**config.mk**
```make
export PLATFORM = sky130hd
export DESIGN_NAME = uart_cal_ctrl
export DESIGN_NICKNAME = d
export VERILOG_FILES = /design/src/rtl/uart_cal_pkg.sv /design/src/rtl/cal_alu.sv /design/src/rtl/uart_cal_ctrl.sv
export SDC_FILE = /design/constraint.sdc
export NUM_CORES = 1
export LEC_CHECK = 0
export ABC_CLOCK_PERIOD_IN_PS = 9900
export CORE_MARGIN = 2
export CORE_UTILIZATION = 55
export DETAILED_ROUTE_END_ITERATION = 8
export HOLD_SLACK_MARGIN = 0.08
export PLACE_DENSITY = 0.74
export SYNTH_ARGS = -nofsm -noshare
export SYNTH_HDL_FRONTEND = slang
export SYNTH_SLANG_ARGS = --single-unit
export TNS_END_PERCENT = 1
```
**constraint.sdc**
```tcl
create_clock -name clk -period 9.9 [get_ports clk]
set_input_delay 0.99 -clock clk [delete_from_list [all_inputs] [get_ports clk]]
set_output_delay 0.99 -clock clk [all_outputs]
set_load 0.02 [all_outputs]
```
**src/rtl/uart_cal_pkg.sv**
```systemverilog
// rtl/uart_cal_pkg.sv - shared types and constants for the UART calculator controller
//
// Purpose: FSM state encoding, calculator opcodes and response status codes
//          shared by uart_cal_ctrl and cal_alu.
package uart_cal_pkg;

  typedef enum logic [2:0] {
    S_IDLE    = 3'd0,
    S_GET_OP  = 3'd1,
    S_GET_A   = 3'd2,
    S_GET_B   = 3'd3,
    S_EXEC    = 3'd4,
    S_SEND_ST = 3'd5,
    S_SEND_HI = 3'd6,
    S_SEND_LO = 3'd7
  } state_t;

  localparam logic [7:0] OP_ADD = 8'h00;
  localparam logic [7:0] OP_SUB = 8'h01;
  localparam logic [7:0] OP_MUL = 8'h02;
  localparam logic [7:0] OP_AND = 8'h03;
  localparam logic [7:0] OP_OR  = 8'h04;
  localparam logic [7:0] OP_XOR = 8'h05;

  localparam logic [7:0] ST_OK     = 8'h00;
  localparam logic [7:0] ST_BAD_OP = 8'hE1;

endpackage

```
**src/rtl/cal_alu.sv**
```systemverilog
// rtl/cal_alu.sv - combinational 8-bit calculator datapath
//
// Purpose: computes one 16-bit result from an opcode and two 8-bit operands.
// Ports:
//   opcode  in  8   operation select
//   a, b    in  8   operands (zero-extended to 16 bits)
//   result  out 16  operation result, 0 for an unknown opcode
//   bad_op  out 1   opcode is not a defined operation
module cal_alu
  import uart_cal_pkg::*;
(
  input  logic [7:0]  opcode,
  input  logic [7:0]  a,
  input  logic [7:0]  b,
  output logic [15:0] result,
  output logic        bad_op
);

  logic [15:0] w_a16;
  logic [15:0] w_b16;

  assign w_a16 = {8'h00, a};
  assign w_b16 = {8'h00, b};

  always_comb begin
    result = 16'h0000;
    bad_op = 1'b0;
    case (opcode)
      OP_ADD:  result = w_a16 + w_b16;
      OP_SUB:  result = w_a16 - w_b16;
      OP_MUL:  result = w_a16 * w_b16;
      OP_AND:  result = {8'h00, a & b};
      OP_OR:   result = {8'h00, a | b};
      OP_XOR:  result = {8'h00, a ^ b};
      default: bad_op = 1'b1;
    endcase
  end

endmodule

```
**src/rtl/uart_cal_ctrl.sv**
```systemverilog
// rtl/uart_cal_ctrl.sv - command sequencer between UART rx/tx bytes and the calculator
//
// Purpose: collects SYNC,OPCODE,A,B from the receiver, executes one operation and
//          returns STATUS,RES_HI,RES_LO through the transmitter.
// Ports:
//   clk, rst        clock and asynchronous active-high reset
//   rx_data/valid   received byte and its 1-cycle strobe
//   tx_data/valid   byte to transmit and its 1-cycle strobe
//   tx_ready        transmitter can accept a byte
//   busy            state is not IDLE
//   frame_err_cnt   saturating count of inter-byte timeouts
//   overrun_cnt     saturating count of rx bytes dropped while responding
module uart_cal_ctrl
  import uart_cal_pkg::*;
#(
  parameter logic [7:0] SYNC_BYTE   = 8'hA5,
  parameter int         TIMEOUT_CYC = 1000000,
  parameter int         ERR_CNT_W   = 8
) (
  input  logic                 clk,
  input  logic                 rst,
  input  logic [7:0]           rx_data,
  input  logic                 rx_valid,
  output logic [7:0]           tx_data,
  output logic                 tx_valid,
  input  logic                 tx_ready,
  output logic                 busy,
  output logic [ERR_CNT_W-1:0] frame_err_cnt,
  output logic [ERR_CNT_W-1:0] overrun_cnt
);

  localparam int TO_W = (TIMEOUT_CYC > 1) ? $clog2(TIMEOUT_CYC) : 1;
  localparam logic [TO_W-1:0] TO_LAST = TO_W'(TIMEOUT_CYC - 1);

  state_t               r_state;
  logic [7:0]           r_opcode;
  logic [7:0]           r_a;
  logic [7:0]           r_b;
  logic [15:0]          r_result;
  logic [7:0]           r_status;
  logic [TO_W-1:0]      r_to_cnt;
  logic [ERR_CNT_W-1:0] r_frame_err;
  logic [ERR_CNT_W-1:0] r_overrun;
  logic [7:0]           r_tx_data;
  logic                 r_tx_valid;
  logic                 r_busy;

  state_t      w_next_state;
  logic        w_timeout;
  logic        w_in_frame;
  logic        w_in_resp;
  logic        w_is_send;
  logic        w_send_go;
  logic [7:0]  w_send_byte;
  logic [15:0] w_alu_result;
  logic        w_alu_bad_op;

  cal_alu u_alu (
    .opcode (r_opcode),
    .a      (r_a),
    .b      (r_b),
    .result (w_alu_result),
    .bad_op (w_alu_bad_op)
  );

  assign w_in_frame = (r_state == S_GET_OP) || (r_state == S_GET_A) || (r_state == S_GET_B);
  assign w_is_send  = (r_state == S_SEND_ST) || (r_state == S_SEND_HI) || (r_state == S_SEND_LO);
  assign w_in_resp  = (r_state == S_EXEC) || w_is_send;

  // The transmitter lowers tx_ready one cycle late, so the ready seen while our
  // pulse is on the wire is stale and must be ignored.
  assign w_send_go  = tx_ready && !r_tx_valid;

  always_comb begin
    w_next_state = r_state;
    w_timeout    = 1'b0;
    w_send_byte  = 8'h00;
    case (r_state)
      S_IDLE:    if (rx_valid && (rx_data == SYNC_BYTE)) w_next_state = S_GET_OP;
      S_GET_OP, S_GET_A, S_GET_B: begin
        // A byte arriving on the timeout cycle wins over the timeout.
        if (rx_valid) begin
          case (r_state)
            S_GET_OP: w_next_state = S_GET_A;
            S_GET_A:  w_next_state = S_GET_B;
            default:  w_next_state = S_EXEC;
          endcase
        end else if (r_to_cnt == TO_LAST) begin
          w_next_state = S_IDLE;
          w_timeout    = 1'b1;
        end
      end
      S_EXEC:    w_next_state = S_SEND_ST;
      S_SEND_ST: begin
        w_send_byte = r_status;
        if (w_send_go) w_next_state = S_SEND_HI;
      end
      S_SEND_HI: begin
        w_send_byte = r_result[15:8];
        if (w_send_go) w_next_state = S_SEND_LO;
      end
      S_SEND_LO: begin
        w_send_byte = r_result[7:0];
        if (w_send_go) w_next_state = S_IDLE;
      end
      default:   w_next_state = S_IDLE;
    endcase
  end

  always_ff @(posedge clk or posedge rst) begin
    if (rst) begin
      r_state     <= S_IDLE;
      r_opcode    <= 8'h00;
      r_a         <= 8'h00;
      r_b         <= 8'h00;
      r_result    <= 16'h0000;
      r_status    <= 8'h00;
      r_to_cnt    <= '0;
      r_frame_err <= '0;
      r_overrun   <= '0;
      r_tx_data   <= 8'h00;
      r_tx_valid  <= 1'b0;
      r_busy      <= 1'b0;
    end else begin
      r_state <= w_next_state;
      r_busy  <= (w_next_state != S_IDLE);

      if (w_in_frame && !rx_valid && !w_timeout) r_to_cnt <= r_to_cnt + TO_W'(1);
      else                                       r_to_cnt <= '0;

      if (rx_valid) begin
        if (r_state == S_GET_OP) r_opcode <= rx_data;
        if (r_state == S_GET_A)  r_a      <= rx_data;
        if (r_state == S_GET_B)  r_b      <= rx_data;
      end

      if (r_state == S_EXEC) begin
        r_result <= w_alu_result;
        r_status <= w_alu_bad_op ? ST_BAD_OP : ST_OK;
      end

      r_tx_valid <= 1'b0;
      if (w_is_send && w_send_go) begin
        r_tx_valid <= 1'b1;
        r_tx_data  <= w_send_byte;
      end

      if (w_timeout && (r_frame_err != '1)) r_frame_err <= r_frame_err + ERR_CNT_W'(1);
      if (w_in_resp && rx_valid && (r_overrun != '1)) r_overrun <= r_overrun + ERR_CNT_W'(1);
    end
  end

  assign tx_data       = r_tx_data;
  assign tx_valid      = r_tx_valid;
  assign busy          = r_busy;
  assign frame_err_cnt = r_frame_err;
  assign overrun_cnt   = r_overrun;

endmodule

```
# Word level (Yosys, flattened, before mapping)
# Cells that the tools add are included.
[op_classes] n_addsub=5 n_mul=1 eq_ne=16 n_mux=16 bitwise=3 reduce_logical=24
[op_table] operator="16-bit one-hot mux with 6 select lines" count=1
[op_table] operator="8-bit one-hot mux with 3 select lines" count=1
[op_table] operator="20-bit by 1-bit adder with 20-bit output, second input constant" count=1
[op_table] operator="20-bit == test, second input constant" count=1
[op_table] operator="20-bit 2-to-1 mux" count=1
[op_table] operator="3-bit 2-to-1 mux" count=6
[op_table] operator="3-bit one-hot mux with 6 select lines" count=1
[op_table] operator="8-bit by 1-bit adder with 8-bit output, second input constant" count=2
[op_table] operator="8-bit by 2-bit == test with 1-bit output, second input constant" count=2
[op_table] operator="8-bit by 3-bit == test with 1-bit output, second input constant" count=2
[op_table] operator="8-bit by 8-bit multiplier with 16-bit output" count=1
[op_table] operator="8-bit inequality test, second input constant" count=2
[op_table] operator="3-bit == test, second input constant" count=4
[op_table] operator="8-bit by 8-bit adder with 9-bit output" count=1
[op_table] operator="8-bit by 8-bit subtractor with 9-bit output" count=1
[op_table] operator="8-bit bitwise AND" count=1
[op_table] operator="8-bit by 1-bit == test with 1-bit output, second input constant" count=1
[op_table] operator="8-bit == test, second input constant" count=1
[op_table] operator="1-bit logical AND" count=8
[op_table] operator="8-bit logical NOT" count=1
[op_table] operator="8-bit 2-to-1 mux" count=1
[op_table] operator="8-bit OR" count=1
[op_table] operator="8-bit XOR" count=1
[op_table] operator="3-bit by 2-bit == test with 1-bit output, second input constant" count=2
[op_table] operator="10 further kinds" count=21
[word_totals] register_bits=97 in_bits=12

# Logic depth before layout (Yosys ltp)
# Gate-level depths: netlist of the first run.
[logic_depth] word_depth=7 ltp_mapped=17 depth_no_buf=17

# Cells and area by module
# A second synthesis of the first run with hierarchy kept.
[unflattened] hier_cells=727 hier_area_um2=7083.0
[modules_own_cells] module="uart_cal_ctrl" n_inst=1 cells_each=325 area_each_um2=3935.0 seq_area_each_um2=2252.2
[modules_own_cells] module="cal_alu" n_inst=1 cells_each=402 area_each_um2=3148.0 seq_area_each_um2=0.0

# Worst setup path after synthesis of the first run
# OpenSTA, ideal clock, no wires.
[synth_timing] path_kind="register -> register" start="reg r_a[1]" end="reg r_result[14]" arrival_time_ns=4.372 t_required_ns=9.776 slack_ns=5.404 stages_incl_launch_ff=16 period_less_slack_ns=4.496 path_cell_list="dfrtp_1 > clkinv_1 > nor2_1 > fa_1 > fa_1 > fa_1 > inv_1 > fa_1 > inv_1 > ha_1 > o21a_1 > nor2_1 > a41o_1 > o311ai_0 > o41ai_1 > a211o_1"
[synth_between] elab_chain_len=2
[synth_rtl] item="start: declaration" line_no="uart_cal_ctrl.sv:37" rtl="logic [7:0] r_a;"
[synth_rtl] item="start signal: assignment" line_no="uart_cal_ctrl.sv:133" rtl="if (r_state == S_GET_A) r_a <= rx_data;"
[synth_rtl] item="8-bit by 8-bit multiplier with 16-bit output / 8-bit by 8-bit subtractor with 9-bit output (equally long branches)" line_no="cal_alu.sv:31, cal_alu.sv:30"
[synth_rtl] item="16-bit one-hot mux with 6 select lines *" line_no="cal_alu.sv:28" rtl="case (opcode)"
[synth_rtl] item="end signal: assignment" line_no="uart_cal_ctrl.sv:138" rtl="r_result <= w_alu_result;"
[synth_rtl] item="end: declaration" line_no="uart_cal_ctrl.sv:39" rtl="logic [15:0] r_result;"
# Every way passes the cells marked *; elsewhere a longest branch is shown, timed or not.
# A chain may end at the register's enable or synchronous reset.

# Worst setup path after layout of the first run
# Ends and elaborated chain as after synthesis.

==> flow_summary.yaml, run 1 <==
outcome:
  run_status: "finished, final reports clean"
grt:
  antenna_found_initial: 0
  track_usage_pct: 27.4
  grt_pass1_vias: 5657
  overflow: 0
  grt_max_degree: 70
  grt_pass1_wl_microns: 28500
critical_path:
  worstRegToRegCells: 15
  critPathTopFamily: "adder cells"
  critPathCaptureType: "register"
  crit_slowest_cell: "fa_1"
  required_ns: 10.15
  crit_path_start_kind: "register"
  critPathMaxStageDelay_ns: 0.54
  path_cells: "clkinv_1 > nor2_1 > fa_1 > fa_1 > fa_1 > inv_1 > fa_1 > inv_1 > ha_1 > o21a_1 > nor2_1 > a41o_1 > o311ai_0 > o41ai_1 > a211o_1"
  crit_type: "reg -> reg"
  timing.rr.start: "r_a[1]$_DFFE_PP0P_"
  arrival_ns: 5.08
  crit_fanout: 8
  r2r-end: "r_result[14]$_DFFE_PP0P_"
  cp_common_cell: "fa_1"
  path_buf_inv: 3
  regToRegSetupSlack_ns: 5.06
timing:
  finalHoldViolCount: 0
  drv_slew: 0
  maxSlewHeadroom_pct: 41.3
  setup_tns_ns: 0
  fmax_mhz: 207
  holdWs_ns: 0.458
  grt_setup_unrepaired: "false"
  worstMarginPinSlew_ns: 0.874
  fin_skew_ns: 0.0117
  setup_viol: 0
  setup_slack_ns: 5.06
  period_share_pct: 48.8
  min_period_ns: 4.84
yosys:
  ys_types: 66
  synth_edf_count: 0
  synth_flop_cell: "dfrtp_1"
  ys_seq_area_share_pct: 32.5
  syn_nets: 863
  ys_warn_count: 0
  syn_area_per_cell_sq_um: 9.23
  synth-seq-cells: 90
  ys_async_sr_fraction_pct: 100
  netlist_area_sq_mm: 0.00692
  netlist_instances: 750
cells_and_area:
  final-seq-area_sq_mm: 0.00225
  final_cell_mix: "nor2_1, dfrtp_1, inv_1"
  final_common_cell: "nor2_1"
  synthToLayoutAreaGrowth_pct: 12.3
  multi_input_area_sq_mm: 0.00427
  drive_gt1_share_pct: 4.20
  fill_cells: 1031
  final_nets: 894
  diodes: 0
route:
  viasPerCell: 5.84
  ant_nets: 0
  dr.pass1.iters: 4
  drt-initial-drc-count: 412
  wl_per_cell_microns: 18.0
  remaining_drc_errors: 0
  via_count: 5570
  wirelength_microns: 17200
floorplan:
  die_h_microns: 116
  die_w_microns: 116
  die_area_sq_mm: 0.0135
  core-area_sq_mm: 0.0122
  row_count: 40
  initial_core_util_pct: 56.9
  ios: 38
cts:
  htree_levels: 3
  cts_buffer_depth: 2
  cts_tree: "built"
  path_clk_slew_ns: 0.07
  cts_resized: 0
  cts_hold_buf: 0
  numCtsBuffers: 9
  cts.sink_count: 90
  cts.root.buffer_cell: "clkbuf_16"
  cts_setup_buffers: 0
  clkLatencyLatePin_ns: 0.35
hold_path:
  hold_path_depth: 1
  hold_start: "r_to_cnt[0]$_DFF_PP0_"
  hold_end: "r_to_cnt[0]$_DFF_PP0_"
  hold_path_class: "reg -> reg"
run:
  drv_cap: 0
placement:
  gp_congestion: 0.999
  dp_worst_setup_slack_ns: 5.02
  hpwl_microns: 13200
  portBuffers: 37
-- through the flow --
| stage | util (%) | std cells | area [sq um] |
|---|---|---|---|
| finish | 63.9 | 954 | 7770 |
| global route | 63.9 | 954 | 7770 |
| CTS | 63.9 | 954 | 7770 |
| detailed placement | 61.2 | 938 | 7450 |
| global placement | 61.2 | 938 | 7450 |
| floorplan | - | 750 | 6920 |
-- sequential cells by signal (all words and copies together) (netlist names) --
register	cells
r_a	8
r_status	1
busy	1
tx_valid	1
r_to_cnt	20
r_state	3
frame_err_cnt	8
r_b	8
r_result	16
overrun_cnt	8
tx_data	8
r_opcode	8
-- routing by layer --
layer	wire length (microns)	GRT usage, %	vias to the layer above
met5	0	0	-
met4	368	9.76	0
met3	874	4.51	26
met2	7910	43.1	155
met1	8010	38.9	2766
li1	-	-	2623
-- layout make-up --
cell class                      count  share of cell area, %
Sequential cell                    90                   29.0
Clock inverter                      5                  0.870
Inverter                           86                   4.17
Timing Repair Buffer               40                   5.06
Clock buffer                       11                   3.25
Tap cell                          168                   2.71
Multi-Input combinational cell    554                   54.9
-- cell usage after synthesis (all sizes together) (3+ instances only) --
library cell	instances	share of area, %
a211o	4	0.51
a211oi	4	0.43
a21o	9	0.98
a21oi	39	2.8
a221o	5	0.72
a22oi	13	1.4
a31oi	7	0.63
a32oi	3	0.38
and2	4	0.36
and3	7	0.63
and4	3	0.38
buf	3	0.18
clkbuf	17	0.92
clkinv	8	0.43
dfrtp	90	33
fa	38	11
ha	63	11
inv	78	4.2
mux2	16	2.6
mux2i	4	0.58
nand2	50	2.7
nand2b	6	0.54
nand3	16	1.2
nand4	11	0.99
nor2	111	6.1
nor2b	5	0.45
nor3	5	0.36
nor3b	4	0.43
nor4	3	0.36
o211ai	8	0.87
o21ai	31	2.3
o22ai	4	0.36
or3	4	0.36
or4	4	0.49
xnor2	25	3.2
xor2	20	2.5
-- cells by family (layout without fill, tap and decap cells) --
group	after synthesis	count (layout)	synth area share, %
buf+inv	106	142	5.77
xor+xnor	45	45	5.70
compound gates	146	146	13.8
flops	90	90	32.5
fa+ha+maj	101	101	22.4
simple gates	242	242	16.6
mux	20	20	3.18
-- worst max path at each step --
| stage | from | to | slack (ns) | cells after the start |
|---|---|---|---|---|
| after floorplan | r_a[1]$_DFFE_PP0P_ | r_result[14]$_DFFE_PP0P_ | 5.40 | 15 |
| after global placement | r_a[1]$_DFFE_PP0P_ | r_result[14]$_DFFE_PP0P_ | 5.24 | 15 |
| after detailed placement | r_a[1]$_DFFE_PP0P_ | r_result[14]$_DFFE_PP0P_ | 5.02 | 15 |
| after CTS | r_a[1]$_DFFE_PP0P_ | r_result[14]$_DFFE_PP0P_ | 5.04 | 15 |
| after global routing | r_a[1]$_DFFE_PP0P_ | r_result[14]$_DFFE_PP0P_ | 4.79 | 15 |
| final | r_a[1]$_DFFE_PP0P_ | r_result[14]$_DFFE_PP0P_ | 5.06 | 15 |
Power of run 1 is left out: the tool's default activity adds up to more than one toggle a clock period on the data nets, which glitch-free logic cannot reach.
==> inputs of run 2 (changes only) <==
ABC_CLOCK_PERIOD_IN_PS = 4300   (was 9900)
PLACE_DENSITY = 0.77   (was 0.74)
clock period = 4.3 ns   (was 9.9 ns; I/O delays follow)
==> flow_summary.yaml, run 2 (synthesized netlist as in run 1, its figures left out) <==
grt:
  grt_max_degree: 60
  track_usage_pct: 29.3
  grt_pass1_vias: 6038
  grt_pass1_wl_microns: 30400
  antenna_found_initial: 0
  overflow: 0
outcome:
  violations: "setup timing"
  run_status: "finished with violations"
timing:
  drv_slew: 0
  setup_viol: 3
  fin_skew_ns: 0.0107
  setup_slack_ns: -0.0535
  finalHoldViolCount: 0
  holdWs_ns: 0.457
  worstMarginPinSlew_ns: 0.972
  fmax_mhz: 230
  min_period_ns: 4.35
  period_share_pct: 101
  grt_setup_unrepaired: "true"
  maxSlewHeadroom_pct: 35.2
critical_path:
  crit_fanout: 5
  critPathCaptureType: "register"
  r2r-end: "r_result[11]$_DFFE_PP0P_"
  arrival_ns: 4.59
  regToRegSetupSlack_ns: -0.05
  crit_type: "reg -> reg"
  crit_path_start_kind: "register"
  required_ns: 4.53
  timing.rr.start: "r_b[4]$_DFFE_PP0P_"
  worstRegToRegCells: 17
floorplan:
  row_count: 40
  die_h_microns: 116
  die_area_sq_mm: 0.0135
  die_w_microns: 116
  ios: 38
  initial_core_util_pct: 56.9
  core-area_sq_mm: 0.0122
route:
  ant_nets: 0
  wl_per_cell_microns: 18.2
  remaining_drc_errors: 0
  dr.pass1.iters: 7
  viasPerCell: 5.85
  via_count: 5995
  wirelength_microns: 18600
  drt-initial-drc-count: 490
cts:
  cts_buffer_depth: 2
  clkLatencyLatePin_ns: 0.35
  path_clk_slew_ns: 0.07
  numCtsBuffers: 9
  cts_tree: "built"
  htree_levels: 3
  cts.sink_count: 90
  cts_hold_buf: 0
  cts.root.buffer_cell: "clkbuf_16"
cells_and_area:
  final_common_cell: "nor2_1"
  drive_gt1_share_pct: 18.6
  final_nets: 965
  largest_reg_flops: 20
  stdcell_count: 1024
  diodes: 0
  fill_cells: 944
  synthToLayoutAreaGrowth_pct: 23.3
  biggestRegsByFlops: "r_to_cnt: 20 flops, r_result: 16 flops"
  largest_register: "r_to_cnt"
  final_cell_mix: "nor2_1, dfrtp_1, buf_4"
placement:
  placed_cells: 990
  hpwl_microns: 14000
  portBuffers: 37
  gp_congestion: 1.00
  dp_worst_setup_slack_ns: -0.190
hold_path:
  hold_path_depth: 1
  hold_path_class: "reg -> reg"
  hold_end: "r_to_cnt[0]$_DFF_PP0_"
  hold_start: "r_to_cnt[0]$_DFF_PP0_"
run:
  drv_cap: 0
==> run 2: worst max-delay path by stage <==
stage | startpoint | end | slack [ns]
after global routing | r_b[4]$_DFFE_PP0P_ | r_result[11]$_DFFE_PP0P_ | -0.21
after floorplan | r_a[1]$_DFFE_PP0P_ | r_result[13]$_DFFE_PP0P_ | -0.002
after detailed placement | r_b[7]$_DFFE_PP0P_ | r_result[13]$_DFFE_PP0P_ | -0.19
final | r_b[4]$_DFFE_PP0P_ | r_result[11]$_DFFE_PP0P_ | -0.05
after CTS | r_a[2]$_DFFE_PP0P_ | r_result[13]$_DFFE_PP0P_ | -0.02
after global placement | r_b[7]$_DFFE_PP0P_ | r_result[11]$_DFFE_PP0P_ | -0.09
==> run 2: worst max-delay path: stages, from the launching register on <==
cell	delay [ns]
dfrtp_1	0.39
buf_6	0.14
nand2_2	0.05
fa_1	0.52
fa_1	0.55
inv_2	0.05
fa_1	0.48
inv_1	0.05
fa_1	0.49
inv_2	0.05
ha_4	0.30
nand2_2	0.06
o211ai_1	0.28
a31oi_4	0.15
buf_6	0.15
xor2_2	0.15
nor3_2	0.06
a211o_1	0.29
==> run 2: timing repair <==
action / in CTS / in global routing
gates resized for setup: 24 / 47
setup buffers: 11 / 8
setup endpoints to repair: 7 / 10
pin swaps: 11 / 36
==> run 2: stage by stage <==
step / instance area, sq um / utilization [%] / setup TNS [ns]
CTS: 8270 / 68.0 / -0.0622
floorplan: 6930 / - / -0.00175
detailed placement: 7850 / 64.5 / -0.765
finish: 8530 / 70.2 / -0.118
global route: 8530 / 70.2 / -0.826
global placement: 7850 / 64.5 / -0.278
==> run 2: layout make-up <==
cell class / instances / area [sq um] / share of cell area, %
Clock buffer: 11 / 243 / 2.84
Clock inverter: 4 / 28.8 / 0.337
Inverter: 86 / 342 / 4.00
Multi-Input combinational cell: 554 / 4500 / 52.7
Sequential cell: 90 / 2260 / 26.5
Tap cell: 168 / 210 / 2.46
Timing Repair Buffer: 111 / 952 / 11.2
==> run 2: routing by layer <==
metal / vias to the layer above / GRT usage (%) / part of all wire (%)
li1: 2774 / - / -
met1: 2959 / 41.2 / 44
met2: 225 / 45.9 / 48
met3: 37 / 5.35 / 6.2
met4: 0 / 10.4 / 2.6
met5: - / 0 / 0
Power of run 2 is left out for the same reason.
